`src/rtl/uart_cmd_pkg.sv`:
```
// Shared constants for the UART command parser: FSM encoding, opcodes,
// response bytes and frame geometry.
package uart_cmd_pkg;

  typedef enum logic [2:0] {
    ST_IDLE    = 3'd0,
    ST_RECV    = 3'd1,
    ST_CHECK   = 3'd2,
    ST_ISSUE   = 3'd3,
    ST_WAIT_RD = 3'd4,
    ST_RESP    = 3'd5
  } state_e;

  localparam logic [7:0] OP_WRITE = 8'h01;
  localparam logic [7:0] OP_READ  = 8'h02;

  localparam logic [7:0] RESP_ACK = 8'h06;
  localparam logic [7:0] RESP_NAK = 8'h15;

  // SYNC plus six body bytes (OP, ADDR_H, ADDR_L, DATA_H, DATA_L, CHK)
  localparam int FRAME_LEN = 7;
  localparam int BODY_LEN  = FRAME_LEN - 1;

  function automatic logic op_is_legal(input logic [7:0] op);
    return (op == OP_WRITE) || (op == OP_READ);
  endfunction

endpackage

```
`src/rtl/uart_resp_buf.sv`:
```
// Response shift buffer: up to three bytes loaded at once, presented
// head-first and shifted out one byte per accepted transfer.
module uart_resp_buf (
  input  logic        clk_i,
  input  logic        rst_ni,
  input  logic        load_i,
  input  logic [1:0]  load_cnt_i,
  input  logic [23:0] load_bytes_i,
  input  logic        pop_i,
  output logic [7:0]  head_o,
  output logic        last_o
);

  logic [23:0] buf_q, buf_d;
  logic [1:0]  cnt_q, cnt_d;

  // Byte storage and remaining-byte count
  always_ff @(posedge clk_i or negedge rst_ni) begin
    if (!rst_ni) begin
      buf_q <= '0;
      cnt_q <= '0;
    end else begin
      buf_q <= buf_d;
      cnt_q <= cnt_d;
    end
  end

  // Load takes priority; a pop shifts the next byte into the head slot
  always_comb begin
    buf_d = buf_q;
    cnt_d = cnt_q;
    if (load_i) begin
      buf_d = load_bytes_i;
      cnt_d = load_cnt_i;
    end else if (pop_i && (cnt_q != 2'd0)) begin
      buf_d = {buf_q[15:0], 8'h00};
      cnt_d = cnt_q - 2'd1;
    end
  end

  assign head_o = buf_q[23:16];
  assign last_o = (cnt_q == 2'd1);

endmodule

```
`src/rtl/uart_cmd_parser.sv`:
```
// Framed UART command parser: receives SYNC/OP/ADDR/DATA/CHK frames,
// issues a bus read or write, and returns ACK/NAK (plus read data).
module uart_cmd_parser
  import uart_cmd_pkg::*;
#(
  parameter int unsigned TIMEOUT_CYC = 1_000_000,
  parameter logic [7:0]  SYNC_BYTE   = 8'hA5
) (
  input  logic        CLK,
  input  logic        rst,
  input  logic [7:0]  rx_data,
  input  logic        rx_valid,
  output logic [7:0]  tx_data,
  output logic        tx_valid,
  input  logic        tx_ready,
  output logic        cmd_valid,
  input  logic        cmd_ready,
  output logic        cmd_write,
  output logic [15:0] cmd_addr,
  output logic [15:0] cmd_wdata,
  input  logic        rd_valid,
  input  logic [15:0] rd_data,
  output logic        busy,
  output logic        overrun
);

  localparam int unsigned      CNT_W    = $clog2(TIMEOUT_CYC + 1);
  localparam logic [CNT_W-1:0] TO_LAST  = CNT_W'(TIMEOUT_CYC - 1);
  localparam logic [2:0]       LAST_IDX = 3'(BODY_LEN - 1);

  state_e           state_q, state_d;
  logic [2:0]       idx_q, idx_d;
  logic [7:0]       chk_q, chk_d;
  logic [7:0]       op_q, op_d;
  logic [15:0]      addr_q, addr_d;
  logic [15:0]      wdata_q, wdata_d;
  logic [CNT_W-1:0] tocnt_q, tocnt_d;
  logic             overrun_q, overrun_d;

  logic             frame_ok;
  logic             resp_load;
  logic [1:0]       resp_cnt;
  logic [23:0]      resp_bytes;
  logic             resp_last;

  // Running XOR includes CHK itself, so a good frame leaves zero
  assign frame_ok = (chk_q == 8'h00) && op_is_legal(op_q);

  // State register
  always_ff @(posedge CLK or negedge rst) begin
    if (!rst) begin
      state_q <= ST_IDLE;
    end else begin
      state_q <= state_d;
    end
  end

  // Next-state logic
  always_comb begin
    state_d = state_q;
    unique case (state_q)
      ST_IDLE: begin
        if (rx_valid && (rx_data == SYNC_BYTE)) state_d = ST_RECV;
      end
      ST_RECV: begin
        if (rx_valid) begin
          if (idx_q == LAST_IDX) state_d = ST_CHECK;
        end else if (tocnt_q == TO_LAST) begin
          state_d = ST_IDLE;
        end
      end
      ST_CHECK: begin
        state_d = frame_ok ? ST_ISSUE : ST_RESP;
      end
      ST_ISSUE: begin
        if (cmd_ready) state_d = (op_q == OP_WRITE) ? ST_RESP : ST_WAIT_RD;
      end
      ST_WAIT_RD: begin
        if (rd_valid) state_d = ST_RESP;
      end
      ST_RESP: begin
        if (tx_ready && resp_last) state_d = ST_IDLE;
      end
      default: state_d = ST_IDLE;
    endcase
  end

  // Output decode and response-buffer load requests
  always_comb begin
    cmd_valid  = (state_q == ST_ISSUE);
    tx_valid   = (state_q == ST_RESP);
    busy       = (state_q != ST_IDLE);
    resp_load  = 1'b0;
    resp_cnt   = 2'd0;
    resp_bytes = 24'h000000;
    case (state_q)
      ST_CHECK: begin
        if (!frame_ok) begin
          resp_load  = 1'b1;
          resp_cnt   = 2'd1;
          resp_bytes = {RESP_NAK, 16'h0000};
        end
      end
      ST_ISSUE: begin
        if (cmd_ready && (op_q == OP_WRITE)) begin
          resp_load  = 1'b1;
          resp_cnt   = 2'd1;
          resp_bytes = {RESP_ACK, 16'h0000};
        end
      end
      ST_WAIT_RD: begin
        if (rd_valid) begin
          resp_load  = 1'b1;
          resp_cnt   = 2'd3;
          resp_bytes = {RESP_ACK, rd_data};
        end
      end
      default: ;
    endcase
  end

  // Frame capture, checksum, inter-byte timeout and overrun next values
  always_comb begin
    idx_d     = idx_q;
    chk_d     = chk_q;
    op_d      = op_q;
    addr_d    = addr_q;
    wdata_d   = wdata_q;
    tocnt_d   = tocnt_q;
    overrun_d = overrun_q;
    case (state_q)
      ST_IDLE: begin
        if (rx_valid && (rx_data == SYNC_BYTE)) begin
          idx_d   = 3'd0;
          chk_d   = 8'h00;
          tocnt_d = '0;
        end
      end
      ST_RECV: begin
        if (rx_valid) begin
          idx_d   = idx_q + 3'd1;
          chk_d   = chk_q ^ rx_data;
          tocnt_d = '0;
          case (idx_q)
            3'd0:    op_d           = rx_data;
            3'd1:    addr_d[15:8]   = rx_data;
            3'd2:    addr_d[7:0]    = rx_data;
            3'd3:    wdata_d[15:8]  = rx_data;
            3'd4:    wdata_d[7:0]   = rx_data;
            default: ;
          endcase
        end else if (tocnt_q != TO_LAST) begin
          tocnt_d = tocnt_q + CNT_W'(1);
        end
      end
      // Anything arriving while a frame is being handled is lost
      ST_CHECK, ST_ISSUE, ST_WAIT_RD, ST_RESP: begin
        if (rx_valid) overrun_d = 1'b1;
      end
      default: ;
    endcase
  end

  // Frame and status registers
  always_ff @(posedge CLK or negedge rst) begin
    if (!rst) begin
      idx_q     <= '0;
      chk_q     <= '0;
      op_q      <= '0;
      addr_q    <= '0;
      wdata_q   <= '0;
      tocnt_q   <= '0;
      overrun_q <= 1'b0;
    end else begin
      idx_q     <= idx_d;
      chk_q     <= chk_d;
      op_q      <= op_d;
      addr_q    <= addr_d;
      wdata_q   <= wdata_d;
      tocnt_q   <= tocnt_d;
      overrun_q <= overrun_d;
    end
  end

  uart_resp_buf u_resp_buf (
    .clk_i        (CLK),
    .rst_ni       (rst),
    .load_i       (resp_load),
    .load_cnt_i   (resp_cnt),
    .load_bytes_i (resp_bytes),
    .pop_i        (tx_valid && tx_ready),
    .head_o       (tx_data),
    .last_o       (resp_last)
  );

  // Frame fields only change while receiving, so they stay stable in ISSUE
  assign cmd_write = (op_q == OP_WRITE);
  assign cmd_addr  = addr_q;
  assign cmd_wdata = wdata_q;
  assign overrun   = overrun_q;

endmodule

```
`config.mk`:
```
export PLATFORM = sky130hd
export DESIGN_NAME = uart_cmd_parser
export DESIGN_NICKNAME = d
export VERILOG_FILES = /design/src/rtl/uart_cmd_pkg.sv /design/src/rtl/uart_resp_buf.sv /design/src/rtl/uart_cmd_parser.sv
export SDC_FILE = /design/constraint.sdc
export NUM_CORES = 1
export LEC_CHECK = 0
export BUFFER_PORTS_ARGS = -buffer_cell sky130_fd_sc_hd__buf_2
export CAP_MARGIN = 20
export CORE_MARGIN = 2
export CORE_UTILIZATION = 30
export DETAILED_ROUTE_END_ITERATION = 7
export GPL_TIMING_DRIVEN = 1
export PLACE_DENSITY_LB_ADDON = 0.05
export SLEW_MARGIN = 20
export SYNTH_ARGS = -nofsm -noshare
export SYNTH_HDL_FRONTEND = slang
export SYNTH_SLANG_ARGS = --single-unit
```
`constraint.sdc`:
```
create_clock -name CLK -period 2.8 [get_ports CLK]
set_input_delay 0.42 -clock CLK [delete_from_list [all_inputs] [get_ports CLK]]
set_output_delay 0.42 -clock CLK [all_outputs]
set_load 0.005 [all_outputs]
```
==> reports/metrics.cfg <==
[detailed_routing]
drc_errors=0
postRouteAntennaNets=0
wl_per_cell_um=16.2
firstDrtPassIters=4
via_count=3516
viasPerCell=4.92
first_iter_violations=170
wl_mm=11.6

[final_layout]
layout-drive-gt1-share_pct=32.3
final_cell_mix=dfrtp_1, buf_2, nand2_1
diodes=0
mostFrequentLayoutCell=dfrtp_1
stdcell_area_sq_um=5640
area.growth.synth_to_final_pct=19.5
fill_cells=1557
final_nets=537

[synth]
synth_edf_count=0
synth_warnings=0
synth_top_cells_by_area=dfrtp_1, mux2_2, nand2_1
synth_seq_cells=101
seq_area_frac_synth_pct=53.6
synth_area_sq_um=4720
yosysTopAreaCellShare_pct=53.6
netlist-cell-type-count=53
async_flop_share_pct=100
synthesis.nets=465
netlist_instances=427
dominantRegCellSynth=dfrtp_1
synth_top_area_cell=dfrtp_1
syn_avg_cell_area_sq_um=11.0

[placed_design]
dp_hpwl_mm=7.90
post_dp_cell_area_sq_um=5330
io_buffers=74
globalplace.congestion=0.749

[setup_path]
critPathRequiredTime_ps=3050
r2r_cells=5
endpoint_kind=flip-flop
critical_path_class=reg2reg
cp_max_fo=14
crit_arrival_ps=2670
critPathLaunchType=flip-flop

[clock_network]
cts_setup_buffers=0
cts_htree_levels=3
cts_hold_buf=0
clk_latency_ps=360
numCtsBuffers=9
cts.reportedPaths.clkPinSlew_ps=80
cts_sinks=101
postCtsResizedCells=0
cts_tree=yes
cts_buffer_depth=2
clockRootBuffer=clkbuf_16

[sta]
hold_viol=0
post-route-period-util_pct=86.6
fin_skew_ps=9.61
rsz0062_at_grt=false
tightest_slew_ps=677
setup_viol=0
clock.fmax_ghz=0.412
setup_tns_ps=0
slew_headroom_pct=54.5
slew_viol_final=0
timing.final.crit_period_ps=2430

[run]
maxCapViolations=0

[grt]
grt_pass1_wl_mm=19.3
grt_start_max_net_pins=59
antenna_found_initial=0
overflow=0
grt_pass1_vias=3586
grtUsageTotal_pct=15.0

[power_and_ir_drop]
p_leak_nw=2.71
pwr-share-seq_pct=45.8
vdd_drop_max_v=0.000345
p_total_mw=4.35
p_clk_share_pct=30.2
p_sw_mw=1.35
power.density_nw_per_um2=771
internal_power_mw=3.00
combPwrFrac_pct=24.0
p_sw_share_pct=31.0

[floorplanning]
initial_utilization_pct=30.9
num_rows=45
pin_count=75
core_area_sq_um=15300
die-width_um=129
die_area_sq_um=16700
die_h_um=129

[status]
status=complete, no violations

[worst_hold_path]
hold_class=in2async

==> critical path: stages (launching register included) <==
cell,delay (ps)
dfrtp_1,380
or4_4,530
or3_4,350
o31a_4,400
or2_4,360
o31a_1,300
==> area by class of cell <==
type | instances | area [sq um] | area share (%)
inverters | 10 | 37.5 | 0.666
clock inverters | 7 | 81.3 | 1.44
multi-input cells | 291 | 2020 | 35.9
well taps | 211 | 264 | 4.68
flip-flops and latches | 101 | 2530 | 44.8
repair buffers | 86 | 475 | 8.44
clock buffers | 9 | 225 | 4.00
==> Yosys cell counts (all sizes together), types with 6 or more instances <==
cell and n:
a21oi 13, a22o 10, a22oi 10, a31oi 10, buf 10, clkbuf 15
dfrtp 101, ha 8, inv 10, mux2 41, nand2 45, nand3 9
nand4 7, nor2 26, nor3 12, o21ai 36, or4 6, xor2 9
==> logic make-up (layout without fill, tap and decap cells) <==
group	count (synthesis)	count (layout)	synth area share, %
AO/OA/AOI/OAI	97	97	14.2
XOR/XNOR	9	9	1.67
adder cells (fa/ha/maj)	8	8	2.12
AND/OR/NAND/NOR	135	135	14.8
flip-flops	101	101	53.6
buffers and inverters	35	112	3.58
multiplexers	42	42	10.0
==> power groups by stage <==
stage	combinational, mW	sequential [mW]	clock [mW]
final	1.04	1.99	1.31
after global routing	1.19	2.04	1.42
after CTS	1.07	2.00	1.37
after detailed placement	1.07	2.02	0
after global placement	1.06	2.01	0
after floorplan	0.706	1.96	0
==> routing by layer <==
layer	track usage [%]	vias to the layer above	routed length [um]	part of all wire (%)
met1	20.1	1767	5630	49
met4	4.86	0	155	1.3
met3	4.05	8	442	3.8
met5	0	-	0	0
met2	23.6	53	5370	46
li1	-	1688	-	-
==> through the flow <==
stage	setup WS, ps	std cells	hold slack (ps)	util (%)
floorplan	537	427	124	-
global placement	398	699	466	34.9
detailed placement	364	699	473	34.9
CTS	367	715	104	36.9
global route	264	715	121	36.9
finish	374	715	69.5	36.9
==> sequential cells by signal, summed over array words and instances (netlist names) <==
register	cells
overrun	1
cmd_wdata	16
idx_q	3
u_resp_buf.buf_q	24
chk_q	8
state_q	3
op_q	8
u_resp_buf.cnt_q	2
cmd_addr	16
tocnt_q	20
==> final timing paths <==
path	endpoint	slack (ps)	from
worst max-delay path	u_resp_buf.buf_q[18]	370	op_q[3]
worst min-delay path	tocnt_q[7]	70	rst
worst max register to register	u_resp_buf.buf_q[18]	370	op_q[3]
worst min register to register	overrun	480	overrun
max in group asynchronous	op_q[6]	2010	rst
min in group CLK	u_resp_buf.buf_q[4]	280	rd_data[4]
Power figures use the tool's default switching activity.
